[src/rtl/fetch_stage_pkg.sv]
// Shared fetch-stage definitions: control-flow opcodes (also used by ctrl)
// and the fetch FSM state encoding.
package fetch_stage_pkg;

  localparam int OPCODE_WIDTH = 7;

  localparam logic [OPCODE_WIDTH-1:0] IJAL  = 7'b1101111;
  localparam logic [OPCODE_WIDTH-1:0] IB    = 7'b1100011;
  localparam logic [OPCODE_WIDTH-1:0] IJALR = 7'b1100111;

  typedef enum logic [1:0] {
    FS_BOOT = 2'd0,
    FS_REQ  = 2'd1,
    FS_WAIT = 2'd2,
    FS_DROP = 2'd3
  } fetch_state_e;

  function automatic logic [OPCODE_WIDTH-1:0] opcode_of(input logic [31:0] inst);
    return inst[OPCODE_WIDTH-1:0];
  endfunction

endpackage

[src/rtl/fetch_predecode.sv]
// Static next-PC predictor: JAL and conditional branches are taken,
// everything else (including JALR) falls through to pc+4.
module fetch_predecode
  import fetch_stage_pkg::*;
#(
  parameter int XLEN = 64
) (
  input  logic [XLEN-1:0] pc,
  input  logic [31:0]     inst,
  output logic [XLEN-1:0] pred_pc
);

  logic signed [20:0]     j_imm;
  logic signed [12:0]     b_imm;
  logic signed [XLEN-1:0] j_off;
  logic signed [XLEN-1:0] b_off;

  assign j_imm = {inst[31], inst[19:12], inst[20], inst[30:21], 1'b0};
  assign b_imm = {inst[31], inst[7], inst[30:25], inst[11:8], 1'b0};
  assign j_off = {{(XLEN-21){j_imm[20]}}, j_imm};
  assign b_off = {{(XLEN-13){b_imm[12]}}, b_imm};

  // Targets wrap modulo 2^XLEN; the adds are deliberately unsigned.
  always_comb begin
    pred_pc = pc + XLEN'(4);
    case (opcode_of(inst))
      IJAL:    pred_pc = pc + $unsigned(j_off);
      IB:      pred_pc = pc + $unsigned(b_off);
      IJALR:   pred_pc = pc + XLEN'(4);
      default: pred_pc = pc + XLEN'(4);
    endcase
  end

endmodule

[src/rtl/fetch_stage.sv]
// IF stage: owns the PC, keeps at most one instruction-memory fetch in flight
// and presents {pc, inst, pred_pc} to D, with a one-entry hold buffer for stalls.
module fetch_stage
  import fetch_stage_pkg::*;
#(
  parameter int              XLEN     = 64,
  parameter logic [XLEN-1:0] RESET_PC = 64'h8000_0000
) (
  input  logic            clk_i,
  input  logic            rst_n_i,
  input  logic            F_stall_i,
  input  logic            F_bubble_i,
  input  logic            redirect_valid_i,
  input  logic [XLEN-1:0] redirect_pc_i,
  output logic            imem_req_o,
  output logic [XLEN-1:0] imem_addr_o,
  input  logic            imem_ready_i,
  input  logic            imem_rvalid_i,
  input  logic [31:0]     imem_rdata_i,
  output logic            D_valid_o,
  output logic [XLEN-1:0] D_pc_o,
  output logic [31:0]     D_inst_o,
  output logic [XLEN-1:0] D_pred_pc_o
);

  fetch_state_e    state_q;
  fetch_state_e    state_d;
  logic [XLEN-1:0] pc_p0;
  logic [XLEN-1:0] pc_d;

  logic            flush;
  logic            accept;
  logic            rsp_v_p0;
  logic            rsp_take_p0;
  logic            hold_wr;
  logic [XLEN-1:0] rsp_pred_p0;

  logic            hold_v_p1;
  logic [XLEN-1:0] hold_pc_p1;
  logic [31:0]     hold_inst_p1;
  logic [XLEN-1:0] hold_pred_p1;

  assign flush = redirect_valid_i | F_bubble_i;

  // No new fetch while the hold buffer is occupied: D plus hold is full capacity.
  assign imem_req_o  = (state_q == FS_REQ) & ~hold_v_p1;
  assign imem_addr_o = pc_p0;
  assign accept      = imem_req_o & imem_ready_i;

  // Responses only count in WAIT; stale rvalid in BOOT/REQ and anything in DROP is ignored.
  assign rsp_v_p0    = (state_q == FS_WAIT) & imem_rvalid_i;
  assign rsp_take_p0 = rsp_v_p0 & ~flush;
  assign hold_wr     = rsp_take_p0 & (F_stall_i | hold_v_p1);

  fetch_predecode #(
    .XLEN (XLEN)
  ) u_predecode (
    .pc      (pc_p0),
    .inst    (imem_rdata_i),
    .pred_pc (rsp_pred_p0)
  );

  always_comb begin
    state_d = state_q;
    pc_d    = pc_p0;
    case (state_q)
      FS_BOOT: state_d = FS_REQ;
      FS_REQ: begin
        if (accept) state_d = flush ? FS_DROP : FS_WAIT;
      end
      FS_WAIT: begin
        // A response landing in the flush cycle closes the fetch; nothing left to drop.
        if (imem_rvalid_i) begin
          state_d = FS_REQ;
          if (!flush) pc_d = rsp_pred_p0;
        end else if (flush) begin
          state_d = FS_DROP;
        end
      end
      FS_DROP: begin
        if (imem_rvalid_i) state_d = FS_REQ;
      end
      default: state_d = FS_BOOT;
    endcase
    if (redirect_valid_i) pc_d = redirect_pc_i;
  end

  always_ff @(posedge clk_i or negedge rst_n_i) begin
    if (!rst_n_i) begin
      state_q <= FS_BOOT;
      pc_p0   <= RESET_PC;
    end else begin
      state_q <= state_d;
      pc_p0   <= pc_d;
    end
  end

  // ---- p0 -> p1: response into hold buffer or D registers ----
  always_ff @(posedge clk_i) begin
    if (hold_wr) begin
      hold_pc_p1   <= pc_p0;
      hold_inst_p1 <= imem_rdata_i;
      hold_pred_p1 <= rsp_pred_p0;
    end
  end

  always_ff @(posedge clk_i or negedge rst_n_i) begin
    if (!rst_n_i) begin
      hold_v_p1   <= 1'b0;
      D_valid_o   <= 1'b0;
      D_pc_o      <= '0;
      D_inst_o    <= '0;
      D_pred_pc_o <= '0;
    end else if (flush) begin
      hold_v_p1 <= 1'b0;
      D_valid_o <= 1'b0;
    end else if (!F_stall_i) begin
      if (hold_v_p1) begin
        D_valid_o   <= 1'b1;
        D_pc_o      <= hold_pc_p1;
        D_inst_o    <= hold_inst_p1;
        D_pred_pc_o <= hold_pred_p1;
        hold_v_p1   <= rsp_take_p0;
      end else if (rsp_take_p0) begin
        D_valid_o   <= 1'b1;
        D_pc_o      <= pc_p0;
        D_inst_o    <= imem_rdata_i;
        D_pred_pc_o <= rsp_pred_p0;
      end else begin
        D_valid_o <= 1'b0;
      end
    end else if (rsp_take_p0) begin
      hold_v_p1 <= 1'b1;
    end
  end

endmodule

[config.mk]
export PLATFORM = sky130hd
export DESIGN_NAME = fetch_stage
export DESIGN_NICKNAME = d
export VERILOG_FILES = /design/src/rtl/fetch_stage_pkg.sv /design/src/rtl/fetch_predecode.sv /design/src/rtl/fetch_stage.sv
export SDC_FILE = /design/constraint.sdc
export NUM_CORES = 1
export LEC_CHECK = 0
export ABC_AREA = 1
export CAP_MARGIN = 0
export CELL_PAD_IN_SITES_DETAIL_PLACEMENT = 0
export CELL_PAD_IN_SITES_GLOBAL_PLACEMENT = 1
export CORE_MARGIN = 4
export CORE_UTILIZATION = 47
export DETAILED_ROUTE_END_ITERATION = 12
export DONT_BUFFER_PORTS = 1
export GPL_TIMING_DRIVEN = 0
export PLACE_DENSITY = 0.88
export SLEW_MARGIN = 20
export SYNTH_ARGS = -nofsm -noshare
export SYNTH_HDL_FRONTEND = slang
export SYNTH_SLANG_ARGS = --single-unit
[constraint.sdc]
create_clock -name clk_i -period 10.64 [get_ports clk_i]
set_clock_uncertainty 0.05 [all_clocks]
set_input_delay 2.128 -clock clk_i [delete_from_list [all_inputs] [get_ports clk_i]]
set_output_delay 2.128 -clock clk_i [all_outputs]
set_load 0.01 [all_outputs]
==> flow_summary.json <==
{
  "drtIter0Drc": 2720,
  "worstPathRequired_ns": 10.88,
  "final_cells": 4079,
  "ys_types": 48,
  "ys_seq_area_share_pct": 44.2,
  "max_freq_mhz": 178,
  "rsz0062_at_grt": "false",
  "ant_nets": 0,
  "portBuffers": 0,
  "cp.arrival_ns": 5.85,
  "path_clk_slew_ns": 0.06,
  "dr.pass1.iters": 6,
  "syn_area_um2": 23600,
  "hold_viol": 0,
  "cts_hold_buf": 0,
  "grt_max_degree": 228,
  "layout_setup_ws_ns": 5.03,
  "ir_drop_v": 0.000117,
  "cts_buffer_depth": 3,
  "io_pins": 329,
  "nNetsFinal": 3548,
  "fin_crit_ns": 5.61,
  "die_h_um": 232,
  "period_share_pct": 52.7,
  "tns_ns": 0,
  "dp_slack_ns": 4.62,
  "cts_sinks": 386,
  "synth-seq-cells": 386,
  "drv_cap": 0,
  "crit_fanout": 10,
  "antenna_found_initial": 11,
  "start_kind": "input pin",
  "yosysMostFrequentCell": "nand2_1",
  "htreeDepth": 2,
  "worstHoldPathType": "register to register",
  "grt_pass1_wl_um": 142000,
  "p_leak_nw": 13.1,
  "die-area_um2": 54000,
  "holdWs_ns": 0.454,
  "yosysWarnings": 0,
  "synth.area.top_cells": "dfrtp_1 24%, nand2_1 21%, edfxtp_1 20%, inv_1 6.6%, nor2_1 5.9%",
  "first_global_vias": 22100,
  "setup_viol": 0,
  "cts_resized": 0,
  "wl_um": 97600,
  "viasPerCell": 5.68,
  "remaining_drc_errors": 0,
  "async_flop_share_pct": 58.8,
  "critical_path_class": "input pin to register",
  "dp_hpwl_um": 78700,
  "synth-edff-count": 159,
  "synth_common_cells": "1319 x nand2_1, 416 x inv_1, 369 x nor2_1",
  "slew-limit-headroom_pct": 30.6,
  "grt_usage_pct": 35.4,
  "tightest_slew_ns": 1.04,
  "initial_utilization_pct": 47.9,
  "status": "finished, final reports clean",
  "drive_gt1_share_pct": 4.66,
  "cts_tree": "yes",
  "core-area_um2": 49400,
  "numCtsBuffers": 40,
  "power.density_nw_per_um2": 179,
  "syn_to_final_growth_pct": 10.4,
  "vias": 23200,
  "die_x_um": 232,
  "routedWlPerCell_um": 23.9,
  "synth.net_count": 3499,
  "synthDominantCellAreaShare_pct": 23.9,
  "final_max_slew_viol_count": 0,
  "yosysTopAreaCell": "dfrtp_1",
  "cts_setup_buffers": 0,
  "std_cell_rows": 81,
  "gp_congestion": 0.987,
  "cts_root_buf": "clkbuf_16",
  "endpoint_kind": "register",
  "postSynthAreaPerCell_um2": 7.10,
  "grt_overflow_total": 0,
  "clock_latency_ns": 0.58,
  "post-place-cells": 4000,
  "ys.flop_type": "dfrtp_1",
  "synthCells": 3329
}
==> stage by stage <==
| stage | power (mW) | instance area [µm²] | util, % |
|---|---|---|---|
| 3_5_place_dp | 3.18 | 24700 | 50.0 |
| 4_1_cts | 4.66 | 26100 | 52.9 |
| 2_1_floorplan | 2.76 | 23600 | - |
| 5_1_grt | 4.89 | 26100 | 52.9 |
| 3_3_place_gp | 3.14 | 24500 | 49.6 |
| 6_report | 4.68 | 26100 | 52.9 |
==> path summary, 6_finish.rpt <==
check / from / to / slack, ns / depth (start not counted)
max: imem_rdata_i[6] / hold_pred_p1[61] / 5.03 / 22
min: hold_pred_p1[28] / D_pred_pc_o[28] / 0.45 / 2
max reg2reg: imem_addr_o[1] / D_pred_pc_o[29] / 7.22 / 15
min reg2reg: hold_pred_p1[28] / D_pred_pc_o[28] / 0.45 / 2
max in group asynchronous: rst_n_i / D_pred_pc_o[48] / 9.01 / 0
min in group asynchronous: rst_n_i / D_inst_o[6] / 1.19 / 0
==> sequential cells by signal, summed over array words and instances, names as in the netlist <==
| register | flops |
|---|---|
| hold_pc_p1 | 64 |
| D_valid_o | 1 |
| imem_addr_o | 64 |
| hold_inst_p1 | 32 |
| D_pc_o | 64 |
| hold_pred_p1 | 63 |
| hold_v_p1 | 1 |
| D_inst_o | 32 |
| state_q | 2 |
| D_pred_pc_o | 63 |
==> where the power goes <==
| part | leakage, nW | total, mW | internal [mW] | switching (mW) |
|---|---|---|---|---|
| Sequential | 4.43 | 2.19 | 1.78 | 0.411 |
| Clock | 0.703 | 1.51 | 0.868 | 0.639 |
| Combinational | 7.93 | 0.982 | 0.335 | 0.647 |
| Total | 13.1 | 4.68 | 2.98 | 1.70 |
==> cell type report <==
class	instances	area, µm²
clock buffers	57	1230
repair buffers	7	178
inverters	424	1590
well taps	664	831
fillers	4961	23300
flip-flops and latches	386	10500
clock inverters	16	195
plain buffers	104	433
diodes	6	15.0
multi-input cells	2415	11200
==> kinds of logic (layout without fill, tap and decap cells) <==
| kind of cell | after synthesis | after routing | synth area share [%] |
|---|---|---|---|
| simple gates | 2004 | 2004 | 34.4 |
| buf+inv | 528 | 608 | 8.56 |
| flops | 386 | 386 | 44.2 |
| compound gates | 290 | 290 | 7.29 |
| fa+ha+maj | 67 | 67 | 3.58 |
| xor+xnor | 54 | 54 | 2.00 |
| other cells | 0 | 6 | 0 |
==> layout by cell type (no fill, tap or decap), types with 22 or more instances in the layout <==
cell and n:
nand2_1 1319, inv_1 416, nor2_1 368, dfrtp_1 226
nand3_1 194, edfxtp_1 159, a31oi_1 96, a21oi_1 85
clkbuf_1 73, ha_1 66, clkbuf_16 44, xor2_1 43
o21ai_0 39, nor3_1 36, nand4_1 31, buf_2 28
o211ai_1 24, o21ai_1 22
==> routing by layer <==
| layer | GRT usage, % | vias up | wire length [µm] |
|---|---|---|---|
| li1 | - | 10700 | - |
| met1 | 49.9 | 11100 | 40400 |
| met2 | 55.3 | 1201 | 43400 |
| met3 | 8.12 | 166 | 11100 |
| met4 | 9.55 | 12 | 2690 |
| met5 | 0 | - | 69 |
==> critical path, stage by stage <==
cell	delay, ns
nand2_1	0.03
nor2_1	0.11
nand3_1	0.34
nor2_1	0.34
clkbuf_1	0.32
nand2_1	0.09
nand2_1	0.12
ha_1	0.33
fa_1	0.33
nand3_1	0.11
nand3_1	0.19
nand2_1	0.07
nand2_1	0.16
nand2_1	0.08
nand2_1	0.10
nand2_1	0.10
nand2_1	0.30
nand2_1	0.12
nand2_1	0.08
nand2_1	0.05
nand3_1	0.19
nand2_1	0.15
(Power assumes the default switching activity.)
